$ cat src/rtl/alu_op_sequencer_pkg.sv
// Shared constants and types for the ALU operation sequencer: MIPS opcode/funct
// codes, ALU select encodings, sequencer states and decoded operation classes.
package alu_op_sequencer_pkg;

  localparam logic [5:0] OPC_RTYPE = 6'h00;
  localparam logic [5:0] OPC_BEQ   = 6'h04;
  localparam logic [5:0] OPC_BNE   = 6'h05;

  localparam logic [5:0] FN_SLL = 6'h00;
  localparam logic [5:0] FN_SRA = 6'h03;
  localparam logic [5:0] FN_ADD = 6'h20;
  localparam logic [5:0] FN_SUB = 6'h22;
  localparam logic [5:0] FN_AND = 6'h24;
  localparam logic [5:0] FN_OR  = 6'h25;
  localparam logic [5:0] FN_NOR = 6'h27;
  localparam logic [5:0] FN_SLT = 6'h2A;

  localparam logic [2:0] SEL_ADD = 3'b000;
  localparam logic [2:0] SEL_NOT = 3'b001;
  localparam logic [2:0] SEL_AND = 3'b010;
  localparam logic [2:0] SEL_OR  = 3'b011;
  localparam logic [2:0] SEL_SRA = 3'b100;
  localparam logic [2:0] SEL_SLL = 3'b101;
  localparam logic [2:0] SEL_EQ  = 3'b110;
  localparam logic [2:0] SEL_NE  = 3'b111;

  typedef enum logic [1:0] {
    ST_IDLE,
    ST_EXEC,
    ST_RESP
  } state_e;

  typedef enum logic [3:0] {
    OP_ADD,
    OP_SUB,
    OP_AND,
    OP_OR,
    OP_NOR,
    OP_SLL,
    OP_SRA,
    OP_SLT,
    OP_BEQ,
    OP_BNE,
    OP_ILL
  } op_e;

endpackage

$ cat src/rtl/alu_op_decode.sv
// Combinational decode of opcode/funct into operation class, ALU pass count
// and the select code of the first pass. Zero latency, no flow control.
module alu_op_decode
  import alu_op_sequencer_pkg::*;
(
  input  logic [5:0] opcode_i,
  input  logic [5:0] funct_i,
  output op_e        op_o,
  output logic [1:0] passes_o,
  output logic [2:0] sel1_o
);

  always_comb begin
    op_o     = OP_ILL;
    passes_o = 2'd0;
    sel1_o   = SEL_ADD;
    case (opcode_i)
      OPC_RTYPE: begin
        case (funct_i)
          FN_ADD: begin op_o = OP_ADD; passes_o = 2'd1; sel1_o = SEL_ADD; end
          FN_SUB: begin op_o = OP_SUB; passes_o = 2'd3; sel1_o = SEL_NOT; end
          FN_AND: begin op_o = OP_AND; passes_o = 2'd1; sel1_o = SEL_AND; end
          FN_OR:  begin op_o = OP_OR;  passes_o = 2'd1; sel1_o = SEL_OR;  end
          FN_NOR: begin op_o = OP_NOR; passes_o = 2'd2; sel1_o = SEL_OR;  end
          FN_SLL: begin op_o = OP_SLL; passes_o = 2'd1; sel1_o = SEL_SLL; end
          FN_SRA: begin op_o = OP_SRA; passes_o = 2'd1; sel1_o = SEL_SRA; end
          FN_SLT: begin op_o = OP_SLT; passes_o = 2'd3; sel1_o = SEL_NOT; end
          default: ;
        endcase
      end
      OPC_BEQ: begin op_o = OP_BEQ; passes_o = 2'd1; sel1_o = SEL_EQ; end
      OPC_BNE: begin op_o = OP_BNE; passes_o = 2'd1; sel1_o = SEL_NE; end
      default: ;
    endcase
  end

endmodule

$ cat src/rtl/alu_op_sequencer.sv
// Drives the 8-bit combinational ALU over 1-3 passes per MIPS-style request;
// one operation in flight, response held stable until rsp_ready.
module alu_op_sequencer
  import alu_op_sequencer_pkg::*;
#(
  parameter int                DATA_W         = 8,
  parameter logic [DATA_W-1:0] ILLEGAL_RESULT = '0
) (
  input  logic              clk,
  input  logic              reset,
  input  logic              req_valid,
  output logic              req_ready,
  input  logic [5:0]        req_opcode,
  input  logic [5:0]        req_funct,
  input  logic [DATA_W-1:0] req_a,
  input  logic [DATA_W-1:0] req_b,
  output logic [DATA_W-1:0] alu_a,
  output logic [DATA_W-1:0] alu_b,
  output logic [2:0]        alu_sel,
  input  logic [DATA_W-1:0] alu_f,
  input  logic              alu_ovf,
  input  logic              alu_zero,
  output logic              rsp_valid,
  input  logic              rsp_ready,
  output logic [DATA_W-1:0] rsp_result,
  output logic              rsp_ovf,
  output logic              rsp_branch_taken,
  output logic              rsp_illegal
);

  localparam int MSB = DATA_W - 1;

  state_e            state_q, state_d;
  op_e               op_q, op_d;
  logic [DATA_W-1:0] a_q, a_d, b_q, b_d;
  logic [1:0]        pass_q, pass_d, npass_q, npass_d;
  logic [DATA_W-1:0] alu_a_q, alu_a_d, alu_b_q, alu_b_d;
  logic [2:0]        alu_sel_q, alu_sel_d;
  logic [DATA_W-1:0] rsp_result_q, rsp_result_d;
  logic              rsp_ovf_q, rsp_ovf_d;
  logic              rsp_br_q, rsp_br_d;
  logic              rsp_ill_q, rsp_ill_d;

  op_e        dec_op;
  logic [1:0] dec_passes;
  logic [2:0] dec_sel1;
  logic       sub_ovf;

  alu_op_decode u_decode (
    .opcode_i (req_opcode),
    .funct_i  (req_funct),
    .op_o     (dec_op),
    .passes_o (dec_passes),
    .sel1_o   (dec_sel1)
  );

  // On the final SUB/SLT pass alu_f holds a + (-b); overflow is judged from the
  // original operands so that b = most-negative still reports correctly.
  assign sub_ovf = (a_q[MSB] ^ b_q[MSB]) & (a_q[MSB] ^ alu_f[MSB]);

  always_comb begin
    state_d      = state_q;
    op_d         = op_q;
    a_d          = a_q;
    b_d          = b_q;
    pass_d       = pass_q;
    npass_d      = npass_q;
    alu_a_d      = alu_a_q;
    alu_b_d      = alu_b_q;
    alu_sel_d    = alu_sel_q;
    rsp_result_d = rsp_result_q;
    rsp_ovf_d    = rsp_ovf_q;
    rsp_br_d     = rsp_br_q;
    rsp_ill_d    = rsp_ill_q;

    case (state_q)
      ST_IDLE: begin
        if (req_valid) begin
          op_d    = dec_op;
          a_d     = req_a;
          b_d     = req_b;
          pass_d  = 2'd1;
          npass_d = dec_passes;
          if (dec_op == OP_ILL) begin
            rsp_result_d = ILLEGAL_RESULT;
            rsp_ovf_d    = 1'b0;
            rsp_br_d     = 1'b0;
            rsp_ill_d    = 1'b1;
            state_d      = ST_RESP;
          end else begin
            alu_a_d   = req_a;
            alu_b_d   = req_b;
            alu_sel_d = dec_sel1;
            state_d   = ST_EXEC;
          end
        end
      end

      ST_EXEC: begin
        if (pass_q != npass_q) begin
          pass_d = pass_q + 2'd1;
          case (op_q)
            OP_SUB, OP_SLT: begin
              alu_sel_d = SEL_ADD;
              if (pass_q == 2'd1) begin
                alu_a_d = alu_f;
                alu_b_d = DATA_W'(1);
              end else begin
                alu_a_d = a_q;
                alu_b_d = alu_f;
              end
            end
            OP_NOR: begin
              alu_b_d   = alu_f;
              alu_sel_d = SEL_NOT;
            end
            default: ;
          endcase
        end else begin
          state_d      = ST_RESP;
          rsp_result_d = alu_f;
          rsp_ovf_d    = 1'b0;
          rsp_br_d     = 1'b0;
          rsp_ill_d    = 1'b0;
          case (op_q)
            OP_ADD: rsp_ovf_d = alu_ovf;
            OP_SUB: rsp_ovf_d = sub_ovf;
            OP_SLT: rsp_result_d = {{(DATA_W-1){1'b0}}, alu_f[MSB] ^ sub_ovf};
            OP_BEQ, OP_BNE: begin
              rsp_result_d = '0;
              rsp_br_d     = alu_zero;
            end
            default: ;
          endcase
        end
      end

      ST_RESP: begin
        if (rsp_ready) begin
          state_d = ST_IDLE;
        end
      end

      default: state_d = ST_IDLE;
    endcase
  end

  always_ff @(posedge clk) begin
    if (reset) begin
      state_q      <= ST_IDLE;
      op_q         <= OP_ADD;
      a_q          <= '0;
      b_q          <= '0;
      pass_q       <= 2'd0;
      npass_q      <= 2'd0;
      alu_a_q      <= '0;
      alu_b_q      <= '0;
      alu_sel_q    <= SEL_ADD;
      rsp_result_q <= '0;
      rsp_ovf_q    <= 1'b0;
      rsp_br_q     <= 1'b0;
      rsp_ill_q    <= 1'b0;
    end else begin
      state_q      <= state_d;
      op_q         <= op_d;
      a_q          <= a_d;
      b_q          <= b_d;
      pass_q       <= pass_d;
      npass_q      <= npass_d;
      alu_a_q      <= alu_a_d;
      alu_b_q      <= alu_b_d;
      alu_sel_q    <= alu_sel_d;
      rsp_result_q <= rsp_result_d;
      rsp_ovf_q    <= rsp_ovf_d;
      rsp_br_q     <= rsp_br_d;
      rsp_ill_q    <= rsp_ill_d;
    end
  end

  assign req_ready        = (state_q == ST_IDLE);
  assign rsp_valid        = (state_q == ST_RESP);
  assign alu_a            = alu_a_q;
  assign alu_b            = alu_b_q;
  assign alu_sel          = alu_sel_q;
  assign rsp_result       = rsp_result_q;
  assign rsp_ovf          = rsp_ovf_q;
  assign rsp_branch_taken = rsp_br_q;
  assign rsp_illegal      = rsp_ill_q;

endmodule

$ cat config.mk
export PLATFORM = sky130hd
export DESIGN_NAME = alu_op_sequencer
export DESIGN_NICKNAME = d
export VERILOG_FILES = /design/src/rtl/alu_op_sequencer_pkg.sv /design/src/rtl/alu_op_decode.sv /design/src/rtl/alu_op_sequencer.sv
export SDC_FILE = /design/constraint.sdc
export NUM_CORES = 1
export LEC_CHECK = 0
export CAP_MARGIN = 10
export CORE_UTILIZATION = 50
export DETAILED_ROUTE_END_ITERATION = 10
export PLACE_DENSITY = 0.86
export SLEW_MARGIN = 20
export SYNTH_ARGS = -nofsm -noshare
export SYNTH_HDL_FRONTEND = slang
export SYNTH_SLANG_ARGS = --single-unit
export TNS_END_PERCENT = 100
$ cat constraint.sdc
create_clock -name clk -period 4.2 [get_ports clk]
set_input_delay 0.42 -clock clk [delete_from_list [all_inputs] [get_ports clk]]
set_output_delay 0.42 -clock clk [all_outputs]
set_load 0.02 [all_outputs]
==> impl_results.md, run 1 <==
* Clock Skew at around 0.0071 ns
* Final GP Congestion at about 0.9
* Worst-Margin Slew at around 1.0 ns
* GR Layer Usage met3 at 0.03214
* Post-synthesis xor/xnor area fraction at 0.01237
* Peak supply drop at 0.1516 mV
* N_diodes at 0
* Cts hold-fix bufs at 0
* Initial DRC Count at 261
* Wire per inst at ~16 µm
* Distinct cells, synth at 59
* TritonCTS clock tree: yes
* Sequential-to-total area share from yosys stat at 0.3464
* Crit path largest cell delay at 0.52 ns
* Syn_nets at 388
* Main synth FF type: dfxtp_1
* Crit Path Class: flop to flop
* Post-Syn Instances at 345
* Initial antenna violation count at 0
* Crit path DAT at 2.94 ns
* Initial core utilization at 0.5174
* Largest family of logic cells by synthesized area: compound AO/OA/AOI/OAI gates
* Post-synth EDFFs at 0
* WHS at 0.4625 ns
* Mean area per synthesized cell at approximately 8.2 µm²
* Vias at 2860
* Post-Syn Area at around 0.0028 mm²
* Mux cell area share after synthesis at 0.07114
* CTS max path bufs at 2
* Critical Path Source Type: flop
* CP max stage cell: nand2_1
* Die span in y at 77.25 µm
* Vias/cell at ~6
* PwrDens at approximately 290 mW/mm²
* Hold Path Class: flop to flop
* Clk_lat worst skew at 0.30 ns
* Core box area at 0.005473 mm²
* Relative slew slack at 0.3008
* Layout area overhead at 29.52%
* Pre-Repair DR Iteration Count at 5
* Final period util at 0.6521
* FF+latch count, synth at slightly below 50
* Critical-path cell list: or2_1 > inv_1 > nand2_1 > a222oi_1 > o31ai_2 > buf_4 > mux2_2
* Sink Count at between 40 and 50
* Met1 GRT Util at 0.3560
* RSZ-0062 raised after global routing: false
* Final Hold Viols at 0
* Simple-Gate Fraction of Synth Area at 0.2086
* Fin nets at 445
* Area post-placement at between 0.003 and 0.004 mm²
* First-pass GRT wire length at 12.33 mm
* Worst EP required at 4.40 ns
* Pins Over Slew Limit at 0
* Post_cts resized at 0
* GR peak layer: met2
* Clock Pin Slew Worst Setup and Hold Paths at 0.09 ns
* Port Buffers at 73
* Num ports at 74
* Final TNS setup at 0 ns
* Antenna-violating nets left at 0
* Routed wire length at a little under 8 mm
* Status: finished, final reports clean
* Root buffer cell: clkbuf_8
* Maxcap violations at 0
* Final setup vio count at 0
* Post-DP HPWL at 5.426 mm
* Largest net degree at the start of global routing at 39
* YS warnings at 0
* GRT Overall Usage at 0.2579
* Compound-cell area share of the yosys netlist at 0.2965
* H-tree levels at 2
* Layout cells sized above 1 at 0.07940
* Minimum clock period at 2.739 ns
* Crit. End Element: flop
* Core Rows at 27
* Highest Clock Rate at 365.1 MHz
* CP max FO at 22
* Cts bufs inserted at 5
* Static Leak at 1.280 nW
* Post-synthesis adder-cell area fraction at 0.004419
* # DRC at 0
* Die width at 77.25 µm
* # Post-CTS Setup Buffers at 0
* Post-layout util at 0.6701
* Number of global-route vias before repair at 2569
* Cell area after layout at 0.003667 mm²
* M2 GR Usage at 0.4124
* Overflow after GRT at 0
* Asr flop ratio synth at 0
* Die area at 0.005968 mm²
-- through the flow --
step	setup WS (ns)	instances	total power [mW]
3_5_place_dp	1.304	467	0.7399
2_1_floorplan	2.098	345	0.6464
3_3_place_gp	1.366	467	0.7342
5_1_grt	1.308	475	1.108
6_report	1.461	475	1.062
4_1_cts	1.523	475	1.062
-- Yosys cell counts (3+ instances only) --
| master | instances | area [µm²] |
|---|---|---|
| o21ai_0 | 28 | 140.1 |
| nor3b_1 | 3 | 22.52 |
| nand2b_1 | 5 | 31.28 |
| a31oi_1 | 5 | 31.28 |
| mux2i_1 | 19 | 190.2 |
| nor2b_1 | 4 | 25.02 |
| o211ai_1 | 10 | 75.07 |
| dfxtp_1 | 49 | 980.9 |
| inv_1 | 13 | 48.80 |
| a211o_1 | 8 | 70.07 |
| nand2_1 | 50 | 187.7 |
| nor2_1 | 19 | 71.32 |
| nand3_1 | 3 | 15.01 |
| buf_2 | 5 | 25.02 |
| nor3_1 | 6 | 30.03 |
| clkbuf_1 | 18 | 67.56 |
| a221oi_2 | 7 | 105.1 |
| and2_1 | 4 | 25.02 |
| nand4_1 | 12 | 75.07 |
| a21oi_1 | 25 | 125.1 |
-- cell usage in the layout, fill, tap and decap left out, types with 3 or more instances in the layout --
cell type / n
nand3_1: 3
and2_1: 4
inv_1: 13
a221oi_2: 7
a31oi_1: 5
buf_4: 3
clkdlybuf4s50_1: 73
mux2i_1: 19
o21ai_0: 28
nor3b_1: 3
nor2_1: 19
a21oi_1: 25
nor2b_1: 4
dfxtp_1: 49
nor3_1: 6
nand4_1: 12
clkbuf_8: 5
a211o_1: 8
nand2b_1: 5
nand2_1: 50
o211ai_1: 10
-- sequential cells by signal (all words and copies together) (netlist names) --
| name | cells |
|---|---|
| state_q | 2 |
| pass_q | 2 |
| rsp_branch_taken | 1 |
| npass_q | 2 |
| rsp_illegal | 1 |
| rsp_result | 8 |
| rsp_ovf | 1 |
| alu_a | 8 |
| a_q | 8 |
| b_q | 1 |
| alu_b | 8 |
| op_q | 4 |
| alu_sel | 3 |
-- path summary, 6_finish.rpt --
check	start	to	slack (ns)	cells after the start
max	state_q[0]	alu_sel[0]	1.46	7
min	a_q[4]	a_q[4]	0.46	2
max reg2reg	state_q[0]	alu_sel[0]	1.46	7
min reg2reg	a_q[4]	a_q[4]	0.46	2
-- final cells by class --
type / instances / area, µm²
timing repair buffer: 76 / 753.2
inverter: 14 / 52.55
multi-input combinational: 256 / 1679
sequential: 49 / 980.9
clock inverter: 2 / 38.79
clock buffer: 6 / 72.57
fill: 467 / 1805
tap: 72 / 90.09
-- report_power, final --
group          switching, mW  leakage (nW)  internal (mW)  total (mW)
Combinational          0.128         0.827          0.106       0.233
Clock                  0.150        0.0554          0.179       0.329
Sequential            0.0155         0.399          0.484       0.500
Total                  0.293          1.28          0.769        1.06
-- per-layer routing --
| metal | vias up | share of wire |
|---|---|---|
| met1 | 1317 | 0.43 |
| met2 | 148 | 0.46 |
| met4 | 0 | 0.021 |
| met3 | 24 | 0.084 |
| li1 | 1371 | - |
| met5 | - | 0 |
-- logic make-up after synthesis --
family | after synthesis
AO/OA/AOI/OAI | 111
AND/OR/NAND/NOR | 120
buffers and inverters | 40
multiplexers | 20
flip-flops | 49
adder cells (fa/ha/maj) | 1
XOR/XNOR | 4
-- worst max-delay path: cells and delay by family, from the launching register on --
kind / cells / cell delay (ns)
muxes: 1 / 0.27
and+or+nand+nor: 2 / 0.88
buffers and inverters: 2 / 0.40
AOI/OAI and AO/OA: 2 / 0.64
DFF: 1 / 0.44
Note: power is estimated with default switching activity, not from simulation.
==> inputs of run 2 (changes only) <==
Settings changed: CORE_UTILIZATION 50 to 44, PLACE_DENSITY 0.86 to 0.8.
Clock period 4.2 ns to 2.51 ns, I/O delays scaled along.
==> run 2 against run 1 <==
Effect of this change: critical path depth shrank 4; hold slack lost 0.0018 ns; combinational power grew 78%; critical path type is now flop to output pin; largest power group unchanged; highest routed layer unchanged.
==> impl_results.md, run 2 (same netlist as run 1, synthesis figures left out) <==
* Layout area overhead at 33.45%
* Die area at 0.006760 mm²
* First-pass GRT wire length at 12.60 mm
* Die width at 82.22 µm
* Highest Clock Rate at ~460 MHz
* R2R Setup Slk at 0.37 ns
* Peak supply drop at 0.3463 mV
* CTS max path bufs at 2
* Core Rows at 28
* Met1 GRT Util at 0.3510
* Num ports at 74
* Commonest non-fill, non-tap cell in the layout: clkdlybuf4s50_1
* Post_cts resized at 0
* Critical Path Source Type: flop
* Crit path DAT at 1.92 ns
* Port Buffers at 73
* Initial core utilization at 0.4672
* Static Leak at 1.354 nW
* GR Layer Usage met3 at 0.03407
* Clk_lat worst skew at 0.31 ns
* Worst r2r path cells at 6
* Reg-to-Reg Start: op_q[0]
* GRT Overall Usage at 0.2435
* Final GP Congestion at 0.8554
* Top delay family on crit path: buffers and inverters
* Layout cells sized above 1 at 0.1146
* TritonCTS clock tree: yes
* Final period util at 0.8653
* Maxcap violations at 0
* Worst EP required at about 2.3 ns
* Core box area at around 0.0061 mm²
* CP max FO at 10
* Routed wire length at 8.159 mm
* Final TNS setup at 0 ns
* Tot Pwr at ~1.7 mW
* RSZ-0062 raised after global routing: false
* Fin nets at 461
* N_diodes at 0
* # Post-CTS Setup Buffers at 0
* # DRC at 0
* Hold Path Class: flop to flop
* Overflow after GRT at 0
* Initial DRC Count at 331
* Crit. End Element: output pin
* Final Hold Viols at 0
* H-tree levels at 2
* WHS at 0.4607 ns
* Wire per inst at 16.52 µm
* M2 GR Usage at 0.3777
* Critical Path Sink: req_ready
* Status: finished, final reports clean
* Largest net degree at the start of global routing at 31
* CP max stage cell: clkdlybuf4s50_1
* GR peak layer: met2
* Clock Pin Slew Worst Setup and Hold Paths at about 0.10 ns
* Pre-Repair DR Iteration Count at 5
* Commonest cells after routing, fill and taps aside: clkdlybuf4s50_1, nand2_1, dfxtp_1
* Reg2reg end: alu_b[4]
* Pins Over Slew Limit at 0
* WP depth at 3
* Post-DP HPWL at roughly 6 mm
* Initial antenna violation count at 0
* Final setup vio count at 0
* Non-filler cells, final at 494
* Clock Skew at 0.01007 ns
* Number of global-route vias before repair at 2567
* Die span in y at 82.22 µm
* Vias at 2911
* Sink Count at 49
* Relative slew slack at 0.5254
* Crit path largest cell delay at ~0.65 ns
* Cts hold-fix bufs at 0
* Critical path launch point: state_q[0]
* Antenna-violating nets left at 0
* Crit Path Class: flop to output pin
* Vias/cell at about 6
* Cts bufs inserted at 5
* PwrDens at 458.2 mW/mm²
* CP Buf/Inv Count at 2
* Root buffer cell: clkbuf_8
* Cells after DPL at 486
* Minimum clock period at 2.172 ns
* Worst-Margin Slew at 0.7086 ns
* Critical-path cell list: or2_1 > inv_1 > clkdlybuf4s50_1
## run 2: cell count changes in the layout (fill, tap and decap cells not counted)
cell / delta
buf_12: +1
inv_6: +1
clkinv_4: -1
bufinv_16: -1
clkinv_2: +1
buf_4: +15
## run 2: layout make-up
class / count / area, µm²
fill: 553 / 2282
multi-input combinational: 256 / 1679
tap: 75 / 93.84
sequential: 49 / 980.9
inverter: 14 / 52.55
timing repair buffer: 92 / 885.9
clock inverter: 2 / 13.76
clock buffer: 6 / 72.57
## run 2: worst min path at each step
stage                     startpoint  endpoint  slack (ns)  cells after the start
after detailed placement      a_q[6]    a_q[6]        0.45                      2
after global placement        a_q[0]    a_q[0]        0.44                      2
final                         a_q[0]    a_q[0]        0.46                      2
after CTS                     a_q[6]    a_q[6]        0.46                      2
after global routing          a_q[4]    a_q[4]        0.49                      2
after floorplan             req_a[0]    a_q[0]        0.39                      2
## run 2: tightest hold or removal path: stages, from the launching register on
cell and delay [ns]:
dfxtp_1 0.32, nand2_1 0.05, a21oi_1 0.05
## run 2: metal layers
metal / share of wire / wire [µm]
met5: 0 / 0
met4: 0.0096 / 78
met3: 0.069 / 567
met2: 0.45 / 3685
met1: 0.47 / 3827
## run 2: report_power, final
part	internal [mW]	switching [mW]
clock	0.199	0.280
sequential	0.811	0.0273
combinational	0.195	0.219
total	1.20	0.527
## run 2: per-stage QoR
stage | area (µm²) | setup slack [ns] | utilization
3_5_place_dp | 3692 | 0.05700 | 0.6092
5_1_grt | 3779 | 0.2174 | 0.6235
3_3_place_gp | 3692 | 0.1524 | 0.6092
4_1_cts | 3779 | 0.3671 | 0.6235
2_1_floorplan | 2831 | 0.5192 | -
6_report | 3779 | 0.3381 | 0.6235
==> inputs of run 3 (changes only) <==
Settings changed: PLACE_DENSITY 0.8 to 0.83.
==> run 3 against run 2 <==
Effect of this change: power up 6.7%; hold slack about the same; first-iteration DRC count down 8.8%; setup slack worse by 0.013 ns; largest cell class unchanged; largest power group unchanged.
==> impl_results.md, run 3 (same netlist as run 1, synthesis figures left out) <==
* Minimum clock period at 2.184 ns
* Overflow after GRT at 0
* RSZ-0062 raised after global routing: false
* Final GP Congestion at 0.8678
* Hold Path Class: flop to flop
* Num ports at 74
* # DRC at 0
* Layout cells sized above 1 at 0.1232
* Port Buffers at 73
* Critical Path Source Type: flop
* Final Hold Viols at 0
* H-tree levels at 2
* Relative slew slack at 0.6436
* Tot Pwr at 1.847 mW
* Vias at 2949
* Initial DRC Count at slightly above 300
* Antenna-violating nets left at 0
* Min-delay src: a_q[4]
* Pre-Repair DR Iteration Count at 5
* Core Rows at 28
* Cts bufs inserted at 5
* Crit path DAT at 2.41 ns
* Status: finished, final reports clean
* Routed wire length at about 8.1 mm
* Wire per inst at 16.24 µm
* Clock Skew at 0.008944 ns
* Core box area at slightly above 0.006 mm²
* Number of global-route vias before repair at 2780
* Layout area overhead at 35.44%
* Crit. End Element: flop
* Final period util at 0.8703
* Die width at 82.22 µm
* Post-DP HPWL at 6.000 mm
* Commonest non-fill, non-tap cell in the layout: clkdlybuf4s50_1
* Post_cts resized at 0
* Root buffer cell: clkbuf_8
* Die area at slightly below 0.007 mm²
* CTS max path bufs at 2
* Final setup vio count at 0
* First-pass GRT wire length at 12.77 mm
* PwrDens at 481.6 mW/mm²
* Sink Count at 49
* Reg-to-Reg Start: state_q[0]
* N_diodes at 0
* Largest net degree at the start of global routing at 31
* Cts hold-fix bufs at 0
* Worst-Margin Slew at approximately 0.53 ns
* Peak supply drop at 0.3540 mV
* TritonCTS clock tree: yes
* Cells after DPL at 489
* Clk_lat worst skew at 0.31 ns
* Die span in y at 82.22 µm
* Crit Path Class: flop to flop
* Highest Clock Rate at 457.8 MHz
* Static Leak at around 1.4 nW
* Pins Over Slew Limit at 0
* Worst EP required at ~2.7 ns
* Fillers at 533
* Fin nets at 464
* Clock Pin Slew Worst Setup and Hold Paths at approximately 0.09 ns
* Final TNS setup at 0 ns
* Commonest cells after routing, fill and taps aside: clkdlybuf4s50_1, nand2_1, dfxtp_1
* Non-filler cells, final at around 500
* Critical path launch point: state_q[0]
* Vias/cell at around 5.9
* Maxcap violations at 0
* # Post-CTS Setup Buffers at 0
* Initial core utilization at 0.4672
* GRT Overall Usage at 0.2479
* CP max FO at 10
* Initial antenna violation count at 0
* R2R Setup Slk at 0.33 ns
-- run 3: cell types whose count changed in the layout (fill, tap and decap cells not counted), sizes merged --
cell | before | now
buf | 19 | 22
bufinv | 0 | 1
clkinv | 2 | 1
clkinvlp | 0 | 1
inv | 14 | 13
-- run 3: layout make-up --
| type | instances | area, µm² | area share |
|---|---|---|---|
| inverter | 14 | 52.55 | 0.01370 |
| multi-input combinational | 256 | 1679 | 0.4378 |
| clock inverter | 2 | 37.54 | 0.009788 |
| tap | 75 | 93.84 | 0.02447 |
| clock buffer | 6 | 82.58 | 0.02153 |
| timing repair buffer | 95 | 908.4 | 0.2369 |
| sequential | 49 | 980.9 | 0.2558 |
-- run 3: stage by stage --
step	setup slack (ns)	hold WS, ns	utilization	cell area (µm²)
floorplan	0.5192	0.3870	-	2831
global placement	0.1379	0.4405	0.6129	3715
detailed placement	0.05923	0.4464	0.6129	3715
CTS	0.3520	0.4589	0.6327	3835
global route	0.1859	0.4862	0.6327	3835
finish	0.3256	0.4610	0.6327	3835
-- run 3: worst max-delay path, cell delays in order, from the launching register on --
cell      delay (ns)
dfxtp_1         0.43
or2_1           0.35
inv_1           0.21
nand2_1         0.15
a222oi_1        0.33
o31ai_2         0.18
buf_12          0.18
a221oi_2        0.27
-- run 3: report_power, final --
group,switching [mW],internal [mW]
registers,0.0265,0.811
logic,0.220,0.197
clock network,0.269,0.324
total,0.515,1.33
-- run 3: per-layer routing --
metal	wire, µm	GRT usage	share of wire	vias to the layer above
met2	3834	0.4107	0.47	115
met3	511	0.03516	0.063	14
met4	121	0.08070	0.015	0
li1	-	-	-	1419
met5	0	0	0	-
met1	3606	0.3295	0.45	1401
-- run 3: worst paths after layout --
path,to,cells past startpoint
worst max-delay path,alu_b[2],7
worst min-delay path,a_q[4],2
worst min register to register,a_q[4],2
worst max register to register,alu_b[2],7
